File: config.mk
export PLATFORM = sky130hd
export DESIGN_NAME = toggle_cover_sched_flat
export DESIGN_NICKNAME = d
export VERILOG_FILES = /design/src/rtl/toggle_cover_sched_if.sv /design/src/rtl/toggle_cover_sched.sv /design/src/flat_wrapper.sv
export SDC_FILE = /design/constraint.sdc
export NUM_CORES = 1
export LEC_CHECK = 0
export BUFFER_PORTS_ARGS = -buffer_cell sky130_fd_sc_hd__buf_2
export CAP_MARGIN = 20
export CORE_MARGIN = 4
export CORE_UTILIZATION = 56
export CTS_CLUSTER_DIAMETER = 150
export DETAILED_ROUTE_END_ITERATION = 16
export GPL_TIMING_DRIVEN = 0
export PLACE_DENSITY = 0.85
export SLEW_MARGIN = 20
export SYNTH_ARGS = -nofsm -noshare
export SYNTH_HDL_FRONTEND = slang
export SYNTH_SLANG_ARGS = --single-unit
File: constraint.sdc
create_clock -name gbl_clk -period 4.36 [get_ports gbl_clk]
set_input_delay 1.308 -clock gbl_clk [delete_from_list [all_inputs] [get_ports gbl_clk]]
set_output_delay 1.308 -clock gbl_clk [all_outputs]
set_load 0.02 [all_outputs]
File: src/rtl/toggle_cover_sched_if.sv
// Handshake bundle between the toggle monitors, the scheduler and the
// coverage reporter: per-cycle hit vectors in, one cover index per transfer out.
interface toggle_cover_sched_if #(
    parameter int NUM_GROUPS = 4,
    parameter int GROUP_W    = 32,
    parameter int IDX_W      = 32
);
    logic [NUM_GROUPS*GROUP_W-1:0] hit;
    logic                          out_valid;
    logic                          out_ready;
    logic [IDX_W-1:0]              out_index;

    // Monitor/reporter side: drives hits and ready, observes events.
    modport master (
        output hit,
        output out_ready,
        input  out_valid,
        input  out_index
    );

    // Scheduler side.
    modport slave (
        input  hit,
        input  out_ready,
        output out_valid,
        output out_index
    );
endinterface

File: src/rtl/toggle_cover_sched.sv
// Toggle-coverage event scheduler.
// Collects sticky hits from NUM_GROUPS monitor groups, picks one point per
// load (round-robin across groups, lowest bit within a group) and presents it
// on a valid/ready channel as COVER_BASE + group*GROUP_W + bit.
// Optional feature: define TOGGLE_COVER_DEDUP_EN to keep a "seen" bitmap so
// each point is reported at most once between resets.
module toggle_cover_sched #(
    parameter int          NUM_GROUPS = 4,
    parameter int          GROUP_W    = 32,
    parameter int unsigned COVER_BASE = 0,
    parameter int          IDX_W      = 32,
    localparam int         NPTS       = NUM_GROUPS * GROUP_W,
    localparam int         CNT_W      = $clog2(NPTS + 1)
) (
    input  logic                     gbl_clk,
    input  logic                     reset,
    toggle_cover_sched_if.slave      bus,
    output logic [CNT_W-1:0]         covered_cnt,
    output logic                     busy
);

    localparam int PTR_W = (NUM_GROUPS > 1) ? $clog2(NUM_GROUPS) : 1;
    localparam int BIT_W = (GROUP_W > 1) ? $clog2(GROUP_W) : 1;

    logic [NPTS-1:0]    pending;
    logic [NPTS-1:0]    pending_nxt;
    logic [NPTS-1:0]    load_mask;
    logic [NPTS-1:0]    hit_mask;
    logic [PTR_W-1:0]   rr_ptr;
    logic [PTR_W-1:0]   sel_grp;
    logic [BIT_W-1:0]   sel_bit;
    logic [GROUP_W-1:0] sel_word;
    logic [IDX_W-1:0]   sel_index;
    logic               sel_found;
    logic               load;
    logic               take;

    // Output register is free when empty or when the current event is accepted.
    assign load = !bus.out_valid || bus.out_ready;
    assign take = load && sel_found;

    // Group search: first group at or after rr_ptr (with wrap) holding a pending hit.
    always_comb begin
        // NOTE: every combinational output gets a default first so no path leaves it unassigned (no latch).
        sel_found = 1'b0;
        sel_grp   = '0;
        for (int k = 0; k < NUM_GROUPS; k++) begin
            if (!sel_found &&
                (|pending[((int'(rr_ptr) + k) % NUM_GROUPS) * GROUP_W +: GROUP_W])) begin
                sel_found = 1'b1;
                sel_grp   = PTR_W'((int'(rr_ptr) + k) % NUM_GROUPS);
            end
        end
    end

    // Bit search: lowest set bit inside the selected group's pending word.
    always_comb begin
        sel_word = pending[int'(sel_grp) * GROUP_W +: GROUP_W];
        sel_bit  = '0;
        for (int b = GROUP_W - 1; b >= 0; b--) begin
            if (sel_word[b]) begin
                sel_bit = BIT_W'(b);
            end
        end
    end

    // Cover index of the selected point; wraps modulo 2^IDX_W.
    assign sel_index = IDX_W'(COVER_BASE) + IDX_W'(int'(sel_grp) * GROUP_W + int'(sel_bit));

    // One-hot mask of the point moving into the output register this cycle.
    always_comb begin
        load_mask = '0;
        if (take) begin
            load_mask[int'(sel_grp) * GROUP_W + int'(sel_bit)] = 1'b1;
        end
    end

`ifdef TOGGLE_COVER_DEDUP_EN
    logic [NPTS-1:0] seen;

    // Anything ever loaded, or being loaded now, is blocked from re-pending.
    assign hit_mask = seen | load_mask;

    // Seen bitmap accumulates every loaded point until reset.
    always_ff @(posedge gbl_clk) begin
        if (!reset) begin
            seen <= '0;
        end else begin
            seen <= seen | load_mask;
        end
    end
`else
    assign hit_mask = '0;
`endif

    // Sticky pending: drop the loaded point, merge new hits (coalescing repeats).
    assign pending_nxt = (pending & ~load_mask) | (bus.hit & ~hit_mask);

    // Pending bitmap, round-robin pointer and output register.
    always_ff @(posedge gbl_clk) begin
        // NOTE: the pending bitmap is cleared on reset like any other state; it is flops, not a RAM, so this is cheap and removes stale hits.
        if (!reset) begin
            pending       <= '0;
            rr_ptr        <= '0;
            bus.out_valid <= 1'b0;
            bus.out_index <= '0;
        end else begin
            // NOTE: non-blocking assignments so every register samples pre-edge values.
            pending <= pending_nxt;
            if (load) begin
                bus.out_valid <= sel_found;
                if (sel_found) begin
                    bus.out_index <= sel_index;
                    rr_ptr        <= (int'(sel_grp) == NUM_GROUPS - 1) ? '0 : sel_grp + 1'b1;
                end
            end
        end
    end

    // Completed handshakes since reset, saturating at all-ones.
    always_ff @(posedge gbl_clk) begin
        if (!reset) begin
            covered_cnt <= '0;
        end else if (bus.out_valid && bus.out_ready && (covered_cnt != '1)) begin
            covered_cnt <= covered_cnt + 1'b1;
        end
    end

    assign busy = (|pending) || bus.out_valid;

endmodule

File: src/flat_wrapper.sv
// flat-port wrapper written by rule: the top's interface ports become plain ports
module toggle_cover_sched_flat 
#(
    parameter int          NUM_GROUPS = 4,
    parameter int          GROUP_W    = 32,
    parameter int unsigned COVER_BASE = 0,
    parameter int          IDX_W      = 32,
    localparam int         NPTS       = NUM_GROUPS * GROUP_W,
    localparam int         CNT_W      = $clog2(NPTS + 1)
)
  (gbl_clk, reset, covered_cnt, busy, bus_hit, bus_out_ready, bus_out_valid, bus_out_index);
  toggle_cover_sched_if #(.NUM_GROUPS(NUM_GROUPS), .GROUP_W(GROUP_W), .IDX_W(IDX_W)) bus_i ();
  input  logic gbl_clk;
  input  logic reset;
  output logic [CNT_W-1:0] covered_cnt;
  output logic busy;
  input wire logic [$bits(bus_i.hit)-1:0] bus_hit;
  input wire logic [$bits(bus_i.out_ready)-1:0] bus_out_ready;
  output wire logic [$bits(bus_i.out_valid)-1:0] bus_out_valid;
  output wire logic [$bits(bus_i.out_index)-1:0] bus_out_index;
  assign bus_i.hit = bus_hit;
  assign bus_i.out_ready = bus_out_ready;
  assign bus_out_valid = bus_i.out_valid;
  assign bus_out_index = bus_i.out_index;
  toggle_cover_sched #(.NUM_GROUPS(NUM_GROUPS), .GROUP_W(GROUP_W), .COVER_BASE(COVER_BASE), .IDX_W(IDX_W)) u_core (.gbl_clk(gbl_clk), .reset(reset), .bus(bus_i), .covered_cnt(covered_cnt), .busy(busy));
endmodule
Word level (Yosys, flattened, before mapping)
Index checks and enable logic that the tools add are counted.

Register bits: 171. Output and inout port bits: 42. Logic and storage cells: 92.

Add/sub/neg operators: 6. $lt $le $gt $ge: 2. Equal/unequal tests: 2. Shift operators: 5. Muxes and demuxes: 44. Bitwise gates (word level): 6. Reductions and logical operators: 22.

Operators by type and width (count): $shiftx A128 B8 Y32 (5); $mux W5 (32); $and A128 B128 Y128 (1); $mux W128 (1); $not A128 Y128 (1); $or A128 B128 Y128 (1); $reduce_or A128 Y1 (1); $reduce_or A32 Y1 (4); $ge A32 B1 Y1 const B (1); $lt A32 B9 Y1 const B (1); $mux W2 (5); $add A7 B5 Y8 (1); $add A8 B1 Y8 const B (1); $ne A8 B8 Y1 const B (1); $demux W1 S7 (1); $logic_and A1 B1 Y1 (7); $reduce_or A2 Y1 (3); $mux W1 (5); $add A2 B1 Y2 const B (2); $add A2 B2 Y2 const B (2); $logic_not A1 Y1 (4); $and A1 B1 Y1 const A (3); $eq A2 B1 Y1 const B (1); $logic_or A1 B1 Y1 (2); $reduce_and A2 Y1 (1).

Depth between registers and ports, before layout
Gate-level depths: netlist (run 1).

Depth in word-level cells: 55. Gate-level depth with buffers: 18. Depth with buffers taken out: 13.

Worst setup path after synthesis (run 1)
No wires, ideal clock.

Path type: register -> register. Start point: register u_core.pending[24]. End point: register u_core.pending[89]. Data arrival time: 3.762 ns. Slack: 0.476 ns. Cell stages (with the launch flop): 17. Path buffers: 4. Clock period less this slack: 3.884 ns. Cells stage by stage: dfxtp_1 nor4_2 nand4_1 or2_1 buf_6 or4b_4 buf_6 and4_1 a211oi_1 o22a_1 a211oi_1 a211o_2 and2_1 buf_6 a211oi_4 buf_6 a21oi_2.

Word-level cells in the longest chain between the ends: 54. Elaborated cells on any way between the ends: 66.

RTL lines: start: declaration (RTL line toggle_cover_sched.sv:25) `logic [NPTS-1:0] pending;`; start signal: assignment (RTL line toggle_cover_sched.sv:109) `pending <= pending_nxt;`; $shiftx A128 B8 Y32 (RTL line toggle_cover_sched.sv:49) `(|pending[((int'(rr_ptr) + k) % NUM_GROUPS) * GROUP_W +: GROUP_W])) begin`; $reduce_or A32 Y1 (RTL line toggle_cover_sched.sv:49); $mux W1 (RTL line toggle_cover_sched.sv:48) `if (!sel_found &&`; $logic_not A1 Y1 (RTL line toggle_cover_sched.sv:48); $logic_and A1 B1 Y1 (RTL line toggle_cover_sched.sv:48); $mux W1 (RTL line toggle_cover_sched.sv:48); $logic_not A1 Y1 (RTL line toggle_cover_sched.sv:48); $logic_and A1 B1 Y1 (RTL line toggle_cover_sched.sv:48); (+38 left out); $ge A32 B1 Y1 (implied by the code) or $lt A32 B9 Y1 (tied branches) (RTL line toggle_cover_sched.sv:74) `load_mask[int'(sel_grp) * GROUP_W + int'(sel_bit)] = 1'b1;`; $logic_and A1 B1 Y1 (implied by the code) (RTL line toggle_cover_sched.sv:74); $mux W1 (implied by the code) (RTL line toggle_cover_sched.sv:74); $demux W1 S7; $mux W128 (*) (RTL line toggle_cover_sched.sv:73) `if (take) begin`; $not A128 Y128 (*) (RTL line toggle_cover_sched.sv:97) `assign pending_nxt = (pending & ~load_mask) | (bus.hit & ~hit_mask);`; $and A128 B128 Y128 (*) (RTL line toggle_cover_sched.sv:97); $or A128 B128 Y128 (*) (RTL line toggle_cover_sched.sv:97).

Mark *: on every way between the ends. The rest lies on a longest branch, timed or not. A chain may end at the register's enable or synchronous reset.

Final worst setup path (run 1)
Start point: register u_core.pending[120]. End point: register u_core.pending[127].

The elaborated chain is that of the path after synthesis.

==> run metrics, run 1 <==
FF+latch area=~2900 µm²; arrival time worst endpoint=a little over 5 ns; WL final=47900 µm; Ports=173; Rows=45; Worst Tran Pin Value=1.23 ns; vias per cell=7.49; via count=between 10000 and 15000; post-synthesis mux area share=0.0165; number of global-route vias before repair=roughly 11000; power density over cell area=between 500 and 600 nW/µm²; max_slew headroom=0.177; Slew Limit Fails=0; largest net degree at the start of global routing=17; gr usage total=0.476; largest family of logic cells by synthesized area=compound AO/OA/AOI/OAI gates; # DRC=0; HP Class=reg -> reg; total congestion overflow=0; Final WS setup=-0.379 ns; initial antenna violation count=2; Hold Crit Depth=2; sink of the worst hold path=u_core.bus.out_index[5]; Synth Area in Adders=0.00725; Yosys Warn Count=0; Seq/Total Area, Yosys=0.339; Clock Latency Late Sink=approximately 0.44 ns; synthesized cell area=8630 µm²; worst r2r dst=u_core.pending[127]; #FFs+latches synth=146; Worst R2R Start=u_core.pending[120]; Critical-path top delay cell=dfxtp_2; drt pass-1 iters=10; status=finished, violations left; Worst Hold Launch=u_core.bus.out_index[5]; Setup CP Type=reg -> reg; Post-Synth Simple-Gate Area=0.251; DR iter-0 viols=1891; CP Capture Type=flip-flop; Layout Utilization=0.848; sw power=between 3000 and 4000 µW; antenna-violating nets left=0; Synth async-reset ratio=0; compound-gate portion of the synthesized area=0.304; area share of the largest cell type after synthesis=0.339; nets@finish=1547; worst endpoint required time=between 4 and 5 ns; # fillers=between 800 and 900; Post-Synth XOR/XNOR Area=0.00609; reg-to-reg slack, setup=-0.38 ns; total power=~7000 µW; RSZ-0062 raised after global routing=true; Pint=roughly 3800 µW; P&R area growth vs syn=48.8%; ranking of synthesized cells by area=dfxtp_1, o21ai_0, a21oi_1, nor2_1, nor4_1; gpl congestion=~1.0; DP Wirelength=29400 µm; synth cell count leaders=dfxtp_1, nor2_1, o21ai_0, a21oi_1, nand2_1; Root Buffer=clkbuf_16; I/O Buffers=approximately 150; Multi-input gate area=around 6500 µm²; max_cap viols=0; Hold Vio Cnt, Final=0; CP Cell Sequence=nor4_4, nand4_1, or2_4, a32o_2, nor3_4, buf_12, clkinv_8, buf_12, buf_12, a211oi_4, o22ai_2, buf_4, a211oi_1, a211o_2, o211ai_1, a211oi_4, buf_6, clkbuf_16, a21oi_2; cell count after synthesis=between 1000 and 1500; Post-synth top flop=dfxtp_1; Initial Util=0.570; fraction of layout cells with a size suffix above 1=0.405; Sink Count=146; htree depth=4; cts bufs inserted=17; hold_buf cts=0; area leader, netlist=dfxtp_1; Die W=132 µm; die height=between 100 and 150 µm; CTS tree=built; Net Sw Frac=0.451; VDD IR-drop max=0.572 mV; Cell variety after synth=between 80 and 90; Mean Syn Cell Area=between 7 and 8 µm²; leakage power=0.00507 µW; Die ar.=roughly 17000 µm²; Comb pwr share=0.547; CP max stage delay=roughly 0.38 ns; Worst Reg-to-Reg Cells=19; failing checks=setup timing; Reg clk slew, reported paths=roughly 0.06 ns; Post-Place Cells=about 1500; element type at the critical path start=flip-flop; Top cell by count, worst path=buf_12; count leader, synth=dfxtp_1; Max Root-Sink Buffers=2; worst clock skew=between 0.01 and 0.015 ns; family with the most delay on the worst path=compound AO/OA/AOI/OAI gates; clock share of power=0.207; Routed WL per cell=between 20 and 30 µm; Peak Freq=about 0.21 GHz; Seq pwr share=0.246; Post-synth EDFFs=0; Core Region=15100 µm²; fin crit period=about 4.7 ns; fin crit share=1.09; first-pass GRT wire length=63300 µm; setup violators final=between 100 and 150; Layout Cells excl Fill=approximately 1600; Crit Path Max Fanout=6; WP buf/inv=7
==> state kept, by name (all words and copies together), names as in the netlist <==
name and flops:
u_core.bus.out_index 7, u_core.covered_cnt 8, u_core.bus.out_valid 1, u_core.rr_ptr 2, u_core.pending 128
==> metrics by stage <==
step	hold slack [ns]	setup WS, ns	area, µm²	TNS (ns)
global placement	0.441	-1.66	9690	-162.59
global route	0.477	-0.389	12800	-28.69
detailed placement	0.448	-1.58	9690	-158.37
floorplan	0.458	0.476	8720	0
CTS	0.458	0.00224	11800	0
finish	0.458	-0.379	12800	-26.38
==> worst register-to-register path: stages (launching register included) <==
cell and delay (ns):
dfxtp_2 0.38, nor4_4 0.34, nand4_1 0.28, or2_4 0.37, a32o_2 0.32, nor3_4 0.25, buf_12 0.18, clkinv_8 0.09
buf_12 0.16, buf_12 0.13, a211oi_4 0.28, o22ai_2 0.18, buf_4 0.18, a211oi_1 0.21, a211o_2 0.19, o211ai_1 0.27
a211oi_4 0.38, buf_6 0.19, clkbuf_16 0.19, a21oi_2 0.06
==> area by class of cell <==
class                   count  area share
diodes                      1    0.000195
plain buffers              83      0.0546
clock buffers              18      0.0334
clock inverters            14      0.0102
inverters                  34      0.0115
multi-input cells         879       0.507
flip-flops and latches    146       0.229
well taps                 188      0.0183
repair buffers            250       0.136
==> kinds of logic (layout without fill, tap and decap cells) <==
logic type               count (synthesis)  after routing
buffers and inverters                  122            399
adder cells (fa/ha/maj)                  5              5
XOR/XNOR                                 6              6
AND/OR/NAND/NOR                        415            415
multiplexers                            14             14
other                                    1             26
flip-flops                             146            146
AO/OA/AOI/OAI                          414            414
==> worst max path at each step <==
stage / from / to / slack [ns] / cells after the start
2_1_floorplan: u_core.pending[24] / u_core.pending[89] / 0.48 / 16
3_3_place_gp: u_core.pending[57] / u_core.pending[119] / -1.66 / 14
3_5_place_dp: u_core.pending[57] / u_core.pending[15] / -1.58 / 14
4_1_cts: u_core.pending[24] / u_core.pending[96] / 0.002 / 18
5_1_grt: u_core.pending[120] / u_core.pending[104] / -0.39 / 21
6_report: u_core.pending[120] / u_core.pending[127] / -0.38 / 19
==> layout by cell type (no fill, tap or decap), types with 10 or more instances in the layout <==
master / instances
nor3_2: 12
and2_1: 11
a211oi_4: 14
nor3_1: 19
a21oi_1: 79
clkbuf_1: 23
o21ai_0: 118
nor2_1: 134
o21ai_1: 13
nor4_2: 11
nand3_1: 32
nor4_1: 22
nand4_1: 18
o211ai_1: 22
buf_4: 105
a211oi_2: 12
nand2_1: 46
buf_2: 149
a21oi_2: 50
dfxtp_1: 137
clkbuf_16: 19
buf_12: 16
inv_1: 31
conb_1: 25
buf_6: 24
nor4_4: 12
and3_1: 15
a31oi_1: 12
nand3_4: 10
==> power groups by stage <==
stage | Sequential, µW | Combinational (µW) | Clock, µW
2_1_floorplan | 1620 | 1410 | 0
3_3_place_gp | 1670 | 2160 | 0
3_5_place_dp | 1680 | 2170 | 0
4_1_cts | 1670 | 3130 | 1420
5_1_grt | 1710 | 3840 | 1480
6_report | 1720 | 3820 | 1440
==> metal layers <==
| layer | up-vias | global-route usage | wire length, µm |
|---|---|---|---|
| met5 | - | 0 | 13 |
| met4 | 2 | 0.302 | 5070 |
| met3 | 485 | 0.163 | 7470 |
| met2 | 1376 | 0.729 | 19600 |
| met1 | 5467 | 0.572 | 15700 |
| li1 | 4754 | - | - |
==> what timing repair did <==
| item | in CTS | in global routing |
|---|---|---|
| resized for setup | 203 | 191 |
| setup buffers | 66 | 38 |
| cloned | 5 | 1 |
| pin swaps | 52 | 61 |
| setup endpoints to repair | 133 | 130 |
(Power assumes the default switching activity.)
==> inputs of run 2 (changes only) <==
--- a/config.mk
+++ b/config.mk
@@ -5,7 +5,7 @@
 export SDC_FILE = /design/constraint.sdc
 export NUM_CORES = 1
 export LEC_CHECK = 0
-export BUFFER_PORTS_ARGS = -buffer_cell sky130_fd_sc_hd__buf_2
+export BUFFER_PORTS_ARGS = -buffer_cell sky130_fd_sc_hd__clkbuf_2
 export CAP_MARGIN = 20
 export CORE_MARGIN = 4
 export CORE_UTILIZATION = 56
@@ -13,6 +13,7 @@
 export DETAILED_ROUTE_END_ITERATION = 16
 export GPL_TIMING_DRIVEN = 0
 export PLACE_DENSITY = 0.85
+export SETUP_SLACK_MARGIN = 0.02
 export SLEW_MARGIN = 20
 export SYNTH_ARGS = -nofsm -noshare
 export SYNTH_HDL_FRONTEND = slang
==> constraint.sdc (replaced) <==
create_clock -name gbl_clk -period 4.8 [get_ports gbl_clk]
set_input_delay 1.44 -clock gbl_clk [delete_from_list [all_inputs] [get_ports gbl_clk]]
set_output_delay 1.44 -clock gbl_clk [all_outputs]
set_load 0.02 [all_outputs]
==> run 2 against run 1 <==
Net effect: the run still ends with setup timing left; first-iteration DRC count fell by 16%; sequential share of layout area rose by 3.1 points; power fell by 21%; hold slack improved by 0.0083 ns; clock-buffer cell count rose by 1; largest power group unchanged.
==> run metrics, run 2 (synthesis gave the netlist of run 1 again) <==
Core Region=15100 µm² (unchanged); Routed WL per cell=26.9 µm (-9.5%); Rows=45 (unchanged); setup violators final=1 (-99%); Final WS setup=-0.00943 ns (+0.369 ns); worst endpoint required time=5.11 ns (+0.43 ns); Ports=173 (unchanged); sw power=2420 µW (-23%); nets@finish=1485 (-4.0%); diode count=0 (-1); Max Root-Sink Buffers=2 (unchanged); max_slew headroom=0.216 (+0.0385); HP Class=reg -> reg; I/O Buffers=147 (unchanged); cts bufs inserted=17 (unchanged); element type at the critical path start=flip-flop; Initial Util=0.570 (unchanged); CTS tree=built; Hold Vio Cnt, Final=0 (unchanged); largest net degree at the start of global routing=17 (unchanged); gpl congestion=1.07 (+5.1%); via count=10836 (-10%); number of global-route vias before repair=10076 (-4.1%); Layout Utilization=0.742 (-0.106); Pint=3090 µW (-19%); Post-Place Cells=1482 (unchanged); Die ar.=17500 µm² (unchanged); Clock Latency Late Sink=0.44 ns (about the same); leakage power=0.00458 µW (-9.6%); clock share of power=0.263 (+0.056); gr usage total=0.452 (-0.0237); drt pass-1 iters=6 (-4); status=finished, violations left; DR iter-0 viols=1584 (-16%); Die W=132 µm (unchanged); dpl ws=-1.08 ns (+0.498 ns); setup TNS=-0.00943 ns (+26.37 ns); failing checks=setup timing; fin crit period=4.81 ns (+0.0707 ns); Root Buffer=clkbuf_16; htree depth=4 (unchanged); CP Capture Type=flip-flop; Sink Count=146 (unchanged); Worst Tran Pin Value=1.17 ns (-0.0575 ns); DP Wirelength=29300 µm (about the same); antenna-violating nets left=0 (unchanged); Setup CP Type=reg -> reg; Most flops, register=u_core.pending; power density over cell area=491 nW/µm² (-9.8%); WL final=41700 µm (-13%); total congestion overflow=0 (unchanged); Reg clk slew, reported paths=0.07 ns (about the same); Peak Freq=0.208 GHz (-1.5%); RSZ-0062 raised after global routing=true; fin crit share=1.00 (-0.0849); die height=132 µm (unchanged); first-pass GRT wire length=60200 µm (-4.9%); worst clock skew=0.00912 ns (-0.00238 ns); highest-count cells in the layout ignoring fill and taps=clkbuf_2, dfxtp_1, nor2_1; # fillers=1171 (+39%); Seq pwr share=0.278 (+0.032); most common cell after layout, fill and taps aside=clkbuf_2; max reg flops=128 (unchanged); fraction of layout cells with a size suffix above 1=0.285 (-0.120); # DRC=0 (unchanged); Net Sw Frac=0.439 (-0.0119); initial antenna violation count=0 (-2); max_cap viols=0 (unchanged); Layout Cells excl Fill=1550 (-3.9%); P&R area growth vs syn=30.2%; arrival time worst endpoint=5.12 ns (+0.06 ns); Slew Limit Fails=0 (unchanged); biggest regs=u_core.pending (128), u_core.covered_cnt (8), u_core.bus.out_index (7); vias per cell=6.99 (-6.7%); Comb pwr share=0.459 (-0.088); Crit Path Max Fanout=10 (+4); VDD IR-drop max=0.506 mV (-12%)
## run 2: cell count changes in the layout (fill, tap and decap cells not counted), sizes merged
cell,before,now
buf,301,92
bufinv,1,3
clkbuf,50,198
clkinv,8,5
clkinvlp,3,2
diode,1,0
inv,36,37
## run 2: per-layer routing
| layer | share of wire | vias up | track usage | wire length (µm) |
|---|---|---|---|---|
| met2 | 0.42 | 1018 | 0.693 | 17600 |
| met3 | 0.14 | 246 | 0.134 | 5650 |
| met5 | 0 | - | 0 | 0 |
| met1 | 0.36 | 4967 | 0.560 | 14900 |
| met4 | 0.083 | 0 | 0.277 | 3440 |
| li1 | - | 4605 | - | - |
## run 2: final timing paths
| kind | cells after the start | slack [ns] | start | end |
|---|---|---|---|---|
| max | 17 | -0.009 | u_core.pending[99] | u_core.pending[64] |
| min reg2reg | 2 | 0.47 | u_core.bus.out_index[2] | u_core.bus.out_index[2] |
| max reg2reg | 17 | -0.009 | u_core.pending[99] | u_core.pending[64] |
| min | 2 | 0.47 | u_core.bus.out_index[2] | u_core.bus.out_index[2] |
## run 2: metrics by stage
| step | power [µW] | area [µm²] | hold WS, ns |
|---|---|---|---|
| 2_1_floorplan | 2750 | 8720 | 0.458 |
| 3_3_place_gp | 3480 | 9690 | 0.441 |
| 3_5_place_dp | 3490 | 9690 | 0.458 |
| 4_1_cts | 5140 | 10800 | 0.467 |
| 5_1_grt | 5620 | 11200 | 0.488 |
| 6_report | 5510 | 11200 | 0.466 |
## run 2: worst max-delay path, stage by stage (launching register included)
cell and delay (ns):
dfxtp_1 0.36, nor4_4 0.35, nand4_1 0.22, or2_1 0.26, buf_2 0.18, o211ai_1 0.21, buf_4 0.22, clkbuf_1 0.43
and4_1 0.34, nor4_2 0.07, a2bb2o_1 0.32, o2111ai_2 0.24, a21oi_1 0.16, or3b_4 0.44, o41ai_4 0.37, buf_6 0.18
buf_6 0.20, o211ai_1 0.11
## run 2: layout make-up
type,count,area [µm²],share of cell area
multi-input combinational,879,5690,0.506
sequential,146,2920,0.260
timing repair buffer,183,1030,0.0921
buffer,88,594,0.0529
clock buffer,19,453,0.0403
tap,188,235,0.0209
clock inverter,13,174,0.0155
inverter,34,133,0.0118
## run 2: power groups by stage
stage	logic [µW]	clock network (µW)	registers, µW
floorplan	1280	0	1470
CTS	2200	1430	1510
global placement	1960	0	1520
global route	2600	1490	1540
detailed placement	1970	0	1520
finish	2530	1450	1530
## run 2: what timing repair did
action,4_1_cts,5_1_grt
setup endpoints to repair,130,130
hold buffers,0,0
pin swaps,13,20
resized for setup,65,74
gates cloned,0,0
setup buffers,24,12
